## src/rtl/pimc_prio_if.sv

```systemverilog
// Bus bundle for the interrupt message controller: raw interrupt lines,
// the notify/irqack message handshake and the MMIO register port.
interface pimc_prio_if #(
    parameter int IRQ_PIN_COUNT = 32
);
    logic [IRQ_PIN_COUNT-1:0] irq_in;
    logic                     irqack;
    logic [47:0]              mmio_addr;
    logic [31:0]              mmio_wdata;
    logic [31:0]              mmio_rdata;
    logic                     mmio_re;
    logic                     mmio_we;
    logic                     notify;
    logic [7:0]               lineno;
    logic [7:0]               processor_id;

    // SoC / CPU side: drives the lines, the ack and the MMIO requests
    modport master (
        output irq_in, irqack, mmio_addr, mmio_wdata, mmio_re, mmio_we,
        input  mmio_rdata, notify, lineno, processor_id
    );

    // Controller side
    modport slave (
        input  irq_in, irqack, mmio_addr, mmio_wdata, mmio_re, mmio_we,
        output mmio_rdata, notify, lineno, processor_id
    );
endinterface

```

## src/rtl/pimc_prio.sv

```systemverilog
// Priority interrupt message controller: per-line routing entries, edge/level
// triggering, priority arbitration with lowest-index tie-break, in-service
// tracking with MMIO EOI, and a single-message notify/irqack handshake.
module pimc_prio #(
    parameter int          IRQ_PIN_COUNT   = 32,
    parameter int          PRIO_WIDTH      = 4,
    parameter logic [47:0] IRQTAB_MMIOBASE = 48'h1000000
) (
    input  logic       clk,
    input  logic       rst,
    pimc_prio_if.slave bus
);
    localparam int N  = IRQ_PIN_COUNT;
    localparam int PW = PRIO_WIDTH;
    localparam int IW = (N > 1) ? $clog2(N) : 1;

    typedef enum logic [1:0] {
        ST_IDLE   = 2'd0,
        ST_ARB    = 2'd1,
        ST_NOTIFY = 2'd2
    } state_t;

    // Routing table
    logic [7:0]    cpu_r  [N];
    logic [PW-1:0] prio_r [N];
    logic [N-1:0]  mask_r;
    logic [N-1:0]  mode_r;

    // Line state
    logic [N-1:0]  irq_q_r;
    logic [N-1:0]  edge_pend_r;
    logic [N-1:0]  insvc_r;

    state_t        state_r;
    state_t        state_s;
    logic          notify_r;
    logic [7:0]    lineno_r;
    logic [7:0]    proc_id_r;
    logic [31:0]   rdata_r;

    logic [47:0]   off_s;
    logic [45:0]   word_s;
    logic          map_ok_s;
    logic          entry_hit_s;
    logic          eoi_hit_s;
    logic          status_hit_s;
    logic [IW-1:0] entry_idx_s;
    logic          eoi_we_s;

    logic [N-1:0]  pending_s;
    logic [N-1:0]  elig_s;
    logic [N-1:0]  edge_set_s;
    logic [N-1:0]  ack_vec_s;
    logic [N-1:0]  eoi_vec_s;
    logic          any_elig_s;
    logic [7:0]    win_s;
    logic [PW-1:0] best_s;
    logic          latch_s;
    logic          ack_s;
    logic [31:0]   rd_val_s;
    logic          unused_s;

    // Packs one routing entry into its register image; unused bits read 0
    function automatic logic [31:0] pack_entry(input logic [7:0] cpu, input logic msk,
                                               input logic md, input logic [PW-1:0] pr);
        logic [31:0] w;
        w          = 32'h0000_0000;
        w[7:0]     = cpu;
        w[8]       = msk;
        w[9]       = md;
        w[12 +: PW] = pr;
        return w;
    endfunction

    // MMIO address decode: word-aligned offsets inside the register window
    always_comb begin
        off_s        = bus.mmio_addr - IRQTAB_MMIOBASE;
        word_s       = off_s[47:2];
        map_ok_s     = (bus.mmio_addr >= IRQTAB_MMIOBASE) && (off_s[1:0] == 2'b00);
        entry_hit_s  = map_ok_s && (word_s < 46'(N));
        eoi_hit_s    = map_ok_s && (word_s == 46'(N));
        status_hit_s = map_ok_s && (word_s == 46'(N + 1));
        entry_idx_s  = word_s[IW-1:0];
        eoi_we_s     = bus.mmio_we && eoi_hit_s;
    end

    // Pending and eligibility: edge lines use the sticky flag, level lines follow irq_q
    always_comb begin
        pending_s  = (mode_r & edge_pend_r) | (~mode_r & irq_q_r);
        elig_s     = pending_s & ~mask_r & ~insvc_r;
        edge_set_s = bus.irq_in & ~irq_q_r & mode_r;
    end

    // Priority arbiter: scanning downward with >= lets the lowest index win ties
    always_comb begin
        any_elig_s = 1'b0;
        win_s      = 8'h00;
        best_s     = '0;
        for (int i = N - 1; i >= 0; i--) begin
            if (elig_s[i] && (!any_elig_s || (prio_r[i] >= best_s))) begin
                any_elig_s = 1'b1;
                win_s      = 8'(i);
                best_s     = prio_r[i];
            end else begin
                best_s     = best_s;
            end
        end
    end

    // Per-line ack and EOI strobes; an EOI for a line not in service matches nothing
    always_comb begin
        ack_vec_s = '0;
        eoi_vec_s = '0;
        for (int i = 0; i < N; i++) begin
            ack_vec_s[i] = ack_s && (lineno_r == 8'(i));
            eoi_vec_s[i] = eoi_we_s && (bus.mmio_wdata[7:0] == 8'(i)) && insvc_r[i];
        end
    end

    // Handshake FSM next-state and control strobes
    always_comb begin
        state_s = state_r;
        latch_s = 1'b0;
        ack_s   = 1'b0;
        case (state_r)
            ST_IDLE: begin
                if (any_elig_s) begin
                    state_s = ST_ARB;
                end else begin
                    state_s = ST_IDLE;
                end
            end
            ST_ARB: begin
                if (any_elig_s) begin
                    state_s = ST_NOTIFY;
                    latch_s = 1'b1;
                end else begin
                    state_s = ST_IDLE;
                end
            end
            ST_NOTIFY: begin
                if (bus.irqack) begin
                    state_s = ST_IDLE;
                    ack_s   = 1'b1;
                end else begin
                    state_s = ST_NOTIFY;
                end
            end
            default: begin
                state_s = ST_IDLE;
            end
        endcase
    end

    // FSM state register
    always_ff @(posedge clk) begin
        if (rst) begin
            state_r <= ST_IDLE;
        end else begin
            state_r <= state_s;
        end
    end

    // Presented message: captured in ARB, held stable through NOTIFY
    always_ff @(posedge clk) begin
        if (rst) begin
            notify_r  <= 1'b0;
            lineno_r  <= 8'h00;
            proc_id_r <= 8'h00;
        end else begin
            notify_r <= (state_s == ST_NOTIFY);
            if (latch_s) begin
                lineno_r  <= win_s;
                proc_id_r <= cpu_r[win_s[IW-1:0]];
            end
        end
    end

    // Input stage, edge pending (new edge beats ack clear) and in-service (ack beats EOI)
    always_ff @(posedge clk) begin
        if (rst) begin
            irq_q_r     <= '0;
            edge_pend_r <= '0;
            insvc_r     <= '0;
        end else begin
            irq_q_r     <= bus.irq_in;
            edge_pend_r <= (edge_pend_r & ~ack_vec_s) | edge_set_s;
            insvc_r     <= (insvc_r & ~eoi_vec_s) | ack_vec_s;
        end
    end

    // Routing table writes; every entry comes out of reset masked
    always_ff @(posedge clk) begin
        if (rst) begin
            for (int i = 0; i < N; i++) begin
                cpu_r[i]  <= 8'h00;
                prio_r[i] <= '0;
            end
            mask_r <= '1;
            mode_r <= '0;
        end else if (bus.mmio_we && entry_hit_s) begin
            cpu_r[entry_idx_s]  <= bus.mmio_wdata[7:0];
            mask_r[entry_idx_s] <= bus.mmio_wdata[8];
            mode_r[entry_idx_s] <= bus.mmio_wdata[9];
            prio_r[entry_idx_s] <= bus.mmio_wdata[12 +: PW];
        end
    end

    // Read mux over the current (pre-write) register state
    always_comb begin
        rd_val_s = 32'h0000_0000;
        if (entry_hit_s) begin
            rd_val_s = pack_entry(cpu_r[entry_idx_s], mask_r[entry_idx_s],
                                  mode_r[entry_idx_s], prio_r[entry_idx_s]);
        end else if (status_hit_s) begin
            rd_val_s = {15'h0000, |pending_s, lineno_r, 7'h00, notify_r};
        end else begin
            rd_val_s = 32'h0000_0000;
        end
    end

    // Registered read data, held while no read is strobed
    always_ff @(posedge clk) begin
        if (rst) begin
            rdata_r <= 32'h0000_0000;
        end else if (bus.mmio_re) begin
            rdata_r <= rd_val_s;
        end
    end

    assign unused_s         = ^{bus.mmio_wdata, off_s, word_s};
    assign bus.mmio_rdata   = rdata_r;
    assign bus.notify       = notify_r;
    assign bus.lineno       = lineno_r;
    assign bus.processor_id = proc_id_r;
endmodule
```

## src/flat_wrapper.sv

```systemverilog
// flat-port wrapper written by rule: the top's interface ports become plain ports
module pimc_prio_flat 
#(
    parameter int          IRQ_PIN_COUNT   = 32,
    parameter int          PRIO_WIDTH      = 4,
    parameter logic [47:0] IRQTAB_MMIOBASE = 48'h1000000
)
  (clk, rst, bus_irq_in, bus_irqack, bus_mmio_addr, bus_mmio_wdata, bus_mmio_re, bus_mmio_we, bus_mmio_rdata, bus_notify, bus_lineno, bus_processor_id);
  pimc_prio_if #(.IRQ_PIN_COUNT(IRQ_PIN_COUNT)) bus_i ();
  input  logic clk;
  input  logic rst;
  input wire logic [$bits(bus_i.irq_in)-1:0] bus_irq_in;
  input wire logic [$bits(bus_i.irqack)-1:0] bus_irqack;
  input wire logic [$bits(bus_i.mmio_addr)-1:0] bus_mmio_addr;
  input wire logic [$bits(bus_i.mmio_wdata)-1:0] bus_mmio_wdata;
  input wire logic [$bits(bus_i.mmio_re)-1:0] bus_mmio_re;
  input wire logic [$bits(bus_i.mmio_we)-1:0] bus_mmio_we;
  output wire logic [$bits(bus_i.mmio_rdata)-1:0] bus_mmio_rdata;
  output wire logic [$bits(bus_i.notify)-1:0] bus_notify;
  output wire logic [$bits(bus_i.lineno)-1:0] bus_lineno;
  output wire logic [$bits(bus_i.processor_id)-1:0] bus_processor_id;
  assign bus_i.irq_in = bus_irq_in;
  assign bus_i.irqack = bus_irqack;
  assign bus_i.mmio_addr = bus_mmio_addr;
  assign bus_i.mmio_wdata = bus_mmio_wdata;
  assign bus_i.mmio_re = bus_mmio_re;
  assign bus_i.mmio_we = bus_mmio_we;
  assign bus_mmio_rdata = bus_i.mmio_rdata;
  assign bus_notify = bus_i.notify;
  assign bus_lineno = bus_i.lineno;
  assign bus_processor_id = bus_i.processor_id;
  pimc_prio #(.IRQ_PIN_COUNT(IRQ_PIN_COUNT), .PRIO_WIDTH(PRIO_WIDTH), .IRQTAB_MMIOBASE(IRQTAB_MMIOBASE)) u_core (.clk(clk), .rst(rst), .bus(bus_i));
endmodule
```

## config.mk

```make
export PLATFORM = sky130hd
export DESIGN_NAME = pimc_prio_flat
export DESIGN_NICKNAME = d
export VERILOG_FILES = /design/src/rtl/pimc_prio_if.sv /design/src/rtl/pimc_prio.sv /design/src/flat_wrapper.sv
export SDC_FILE = /design/constraint.sdc
export NUM_CORES = 2
export LEC_CHECK = 0
export BUFFER_PORTS_ARGS = -buffer_cell sky130_fd_sc_hd__buf_2
export CAP_MARGIN = 10
export CORE_MARGIN = 2
export CORE_UTILIZATION = 63
export DETAILED_ROUTE_END_ITERATION = 12
export MAX_ROUTING_LAYER = met4
export PLACE_DENSITY_LB_ADDON = 0.05
export SETUP_SLACK_MARGIN = 0.5
export SLEW_MARGIN = 5
export SYNTH_ARGS = -nofsm -noshare
export SYNTH_HDL_FRONTEND = slang
export SYNTH_SLANG_ARGS = --single-unit
```

## constraint.sdc

```tcl
create_clock -name clk -period 65 [get_ports clk]
set_input_delay 13 -clock clk [delete_from_list [all_inputs] [get_ports clk]]
set_output_delay 13 -clock clk [all_outputs]
set_load 0.02 [all_outputs]
```

==> results.yml <==
synth:
  yosys.area.top_type: "edfxtp_1"
  synth.most_common_cell: "and2_1"
  ys_types: 100
  synth-simple-area-share_pct: 22.4
  synthMuxAreaShare_pct: 10.3
  synthArstFlopShare_pct: 0
  synth_xor_area_share_pct: 0.0756
  synthAdderAreaFrac_pct: 3.82
  synth_area_um2: 34800
  yosysWarningCount: 0
  synth.avg_cell_area_um2: 9.91
  synth-seq-cells: 577
  seq_area_frac_synth_pct: 44.3
  synth_cells: 3508
  ys_top_cells_by_area: "edfxtp_1 (33%), dfxtp_1 (11%), mux4_2 (7.4%), and2_1 (7.4%), nand2_1 (3.7%)"
  synth-compound-area-share_pct: 15.0
  synth_top_family_by_area: "simple AND/OR/NAND/NOR gates"
  synth_edf_count: 384
  ys_dominant_reg_cell: "edfxtp_1"
  ys_top_cells_by_count: "and2_1 (409), edfxtp_1 (384), nand2_1 (344)"
  synth_top_area_share_pct: 33.2
critical_path:
  start_kind: "flop"
  critical_path.slowest_cell: "a311oi_1"
  cp_common_cell: "ha_1"
  critical_path_class: "flop to flop"
  slowest_delay_ps: 840
  cp_data_required_time_ps: 65570
  cp-end-kind: "flop"
  critical_path_arrival_ps: 59370
  critical_path.max_fanout: 57
finish:
  fin_nets: 3760
  fill_cells: 4183
  drive_gt1_share_pct: 13.6
  final_area_um2: 37800
  area_delta_synth_final_pct: 8.83
timing:
  fin_tns_setup_ps: 0
  finalHoldViolCount: 0
  max_slew_margin_pct: 8.52
  max_freq_ghz: 0.0170
  slew_violations: 0
  clock_skew_ps: 30.0
  setup_viol: 0
  post-route-period-util_pct: 90.5
  rsz0062_at_grt: "false"
  worst_pin_slew_ps: 1370
  period_needed_ps: 58800
clocking:
  cts_setup_buffers: 0
  cts.sinks: 577
  root_buffer: "clkbuf_16"
  cts_tree: "done"
  insertion_delay_ps: 670
  clk_pin_slew_worst_paths_ps: 60
  cts-htree-levels: 2
  clockBufferDepth: 3
  ctsHoldBuffers: 0
  cts-resized-gates: 0
  cts_buffers: 60
pwr:
  p_seq_share_pct: 49.8
  p_per_area_nw_per_um2: 22.0
  clock_power_share_pct: 42.0
  ir_drop_mv: 0.0253
  internal_power_uw: 624
  comb_power_share_pct: 8.3
  switching_share_pct: 25.0
  p_leak_uw: 0.0139
  p_switching_uw: 208
drt:
  vias_per_cell: 7.03
  ant_nets: 0
  wl_per_cell_um: 28.7
  routed_wl_um: 123000
  drtIter0Drc: 4655
  drc: 0
  vias: 30200
  firstDrtPassIters: 9
die:
  die-area_um2: 57100
  start_util_pct: 63.4
  fp.dieH_um: 239
  rows: 86
  die_x_um: 239
  ios: 166
  core_um2: 54900
grt:
  grt_max_degree: 117
  grt_antenna_before_repair: 6
  track_usage_pct: 43.9
  grt-ovfl-total: 0
  grt_pass1_wl_um: 179000
  first_global_vias: 28300
place:
  hpwl_um: 88100
  place_area_um2: 35900
  place_congestion: 0.977
  io_buffers: 129
outcome:
  status: "finished, final reports clean"
job:
  drv_cap: 0
worst_hold_path:
  hp-class: "flop to flop"
-- metrics by stage --
stage               worst slack (ps)  total power, uW  hold slack, ps  cells  util, %
CTS                             7620              827             468   4292     68.9
global route                    2860              847             487   4294     69.0
floorplan                      17210              459             443   3525        -
global placement                8370              485             453   4181     65.3
finish                          6200              832             471   4294     69.0
detailed placement              7820              487             458   4181     65.3
-- sequential cells by signal, summed over array words and instances (netlist names) --
name	count
u_core.bus.lineno	5
u_core.prio_r	128
u_core.bus.mmio_rdata	17
u_core.edge_pend_r	32
u_core.mask_r	32
u_core.cpu_r	256
u_core.mode_r	32
u_core.irq_q_r	32
u_core.state_r	2
u_core.insvc_r	32
u_core.bus.notify	1
u_core.bus.processor_id	8
-- layer usage --
layer / wire length, um / global-route usage, %
met4: 7890 / 23.2
met3: 16900 / 11.5
met1: 45800 / 56.7
met2: 52600 / 63.7
met5: 0 / -
-- critical path, delay by kind of cell, from the launching register on --
| family | cells | cell delay, ps |
|---|---|---|
| multiplexers | 8 | 2880 |
| flip-flops | 1 | 460 |
| buffers and inverters | 7 | 1940 |
| AO/OA/AOI/OAI | 109 | 28140 |
| AND/OR/NAND/NOR | 87 | 15710 |
| adder cells (fa/ha/maj) | 34 | 9450 |
-- worst paths after layout --
| path | startpoint | end | slack, ps | cells after the start |
|---|---|---|---|---|
| setup reg to reg | u_core.mode_r[31] | u_core.bus.processor_id[2] | 6200 | 245 |
| hold reg to reg | u_core.bus.mmio_rdata[5] | u_core.bus.mmio_rdata[5] | 470 | 2 |
| setup / recovery | u_core.mode_r[31] | u_core.bus.processor_id[2] | 6200 | 245 |
| hold / removal | u_core.bus.mmio_rdata[5] | u_core.bus.mmio_rdata[5] | 470 | 2 |
-- power by group through the flow --
stage,Sequential (uW),Combinational (uW),Clock (uW)
after floorplan,417,41.3,0
after global routing,415,71.2,361
final,414,68.7,349
after CTS,413,66.3,347
after detailed placement,421,65.9,0
after global placement,420,64.7,0
-- cell families (layout without fill, tap and decap cells) --
| family | Yosys count | after routing |
|---|---|---|
| AO/OA/AOI/OAI | 762 | 762 |
| XOR/XNOR | 3 | 3 |
| adder cells (fa/ha/maj) | 107 | 107 |
| buffers and inverters | 354 | 418 |
| flip-flops | 577 | 577 |
| multiplexers | 208 | 208 |
| other | 1 | 19 |
| AND/OR/NAND/NOR | 1496 | 1496 |
-- cells in the final DEF, fill, tap and decap left out, types with 22 or more instances in the layout --
master       n
and2_1     409
edfxtp_1   384
nand2_1    344
nor2_1     260
dfxtp_1    193
a21oi_1    191
inv_1      127
buf_2      127
o21ai_0    122
mux4_2     115
nand3_1    105
ha_1       103
nand2b_1    69
clkbuf_16   66
mux2i_1     61
nor3_1      54
a21o_1      54
buf_4       50
nor2b_1     48
o22ai_1     44
a31oi_1     42
a22oi_1     35
or3_1       33
or2_2       33
a32oi_1     30
nand4_1     30
mux2_2      29
a211oi_1    28
nor4_1      28
o211ai_1    24
nand3b_1    23
clkbuf_1    22
-- final cells by class --
cell class / instances / area [um^2] / area share [%]
clock inverters: 17 / 156 / 0.413
multi-input cells: 2594 / 18100 / 47.7
well taps: 704 / 881 / 2.33
repair buffers: 180 / 1040 / 2.76
clock buffers: 94 / 1820 / 4.80
flip-flops and latches: 577 / 15400 / 40.7
inverters: 127 / 477 / 1.26
diodes: 1 / 2.50 / 0.00661
No activity file was read; power rests on OpenSTA's default activity.
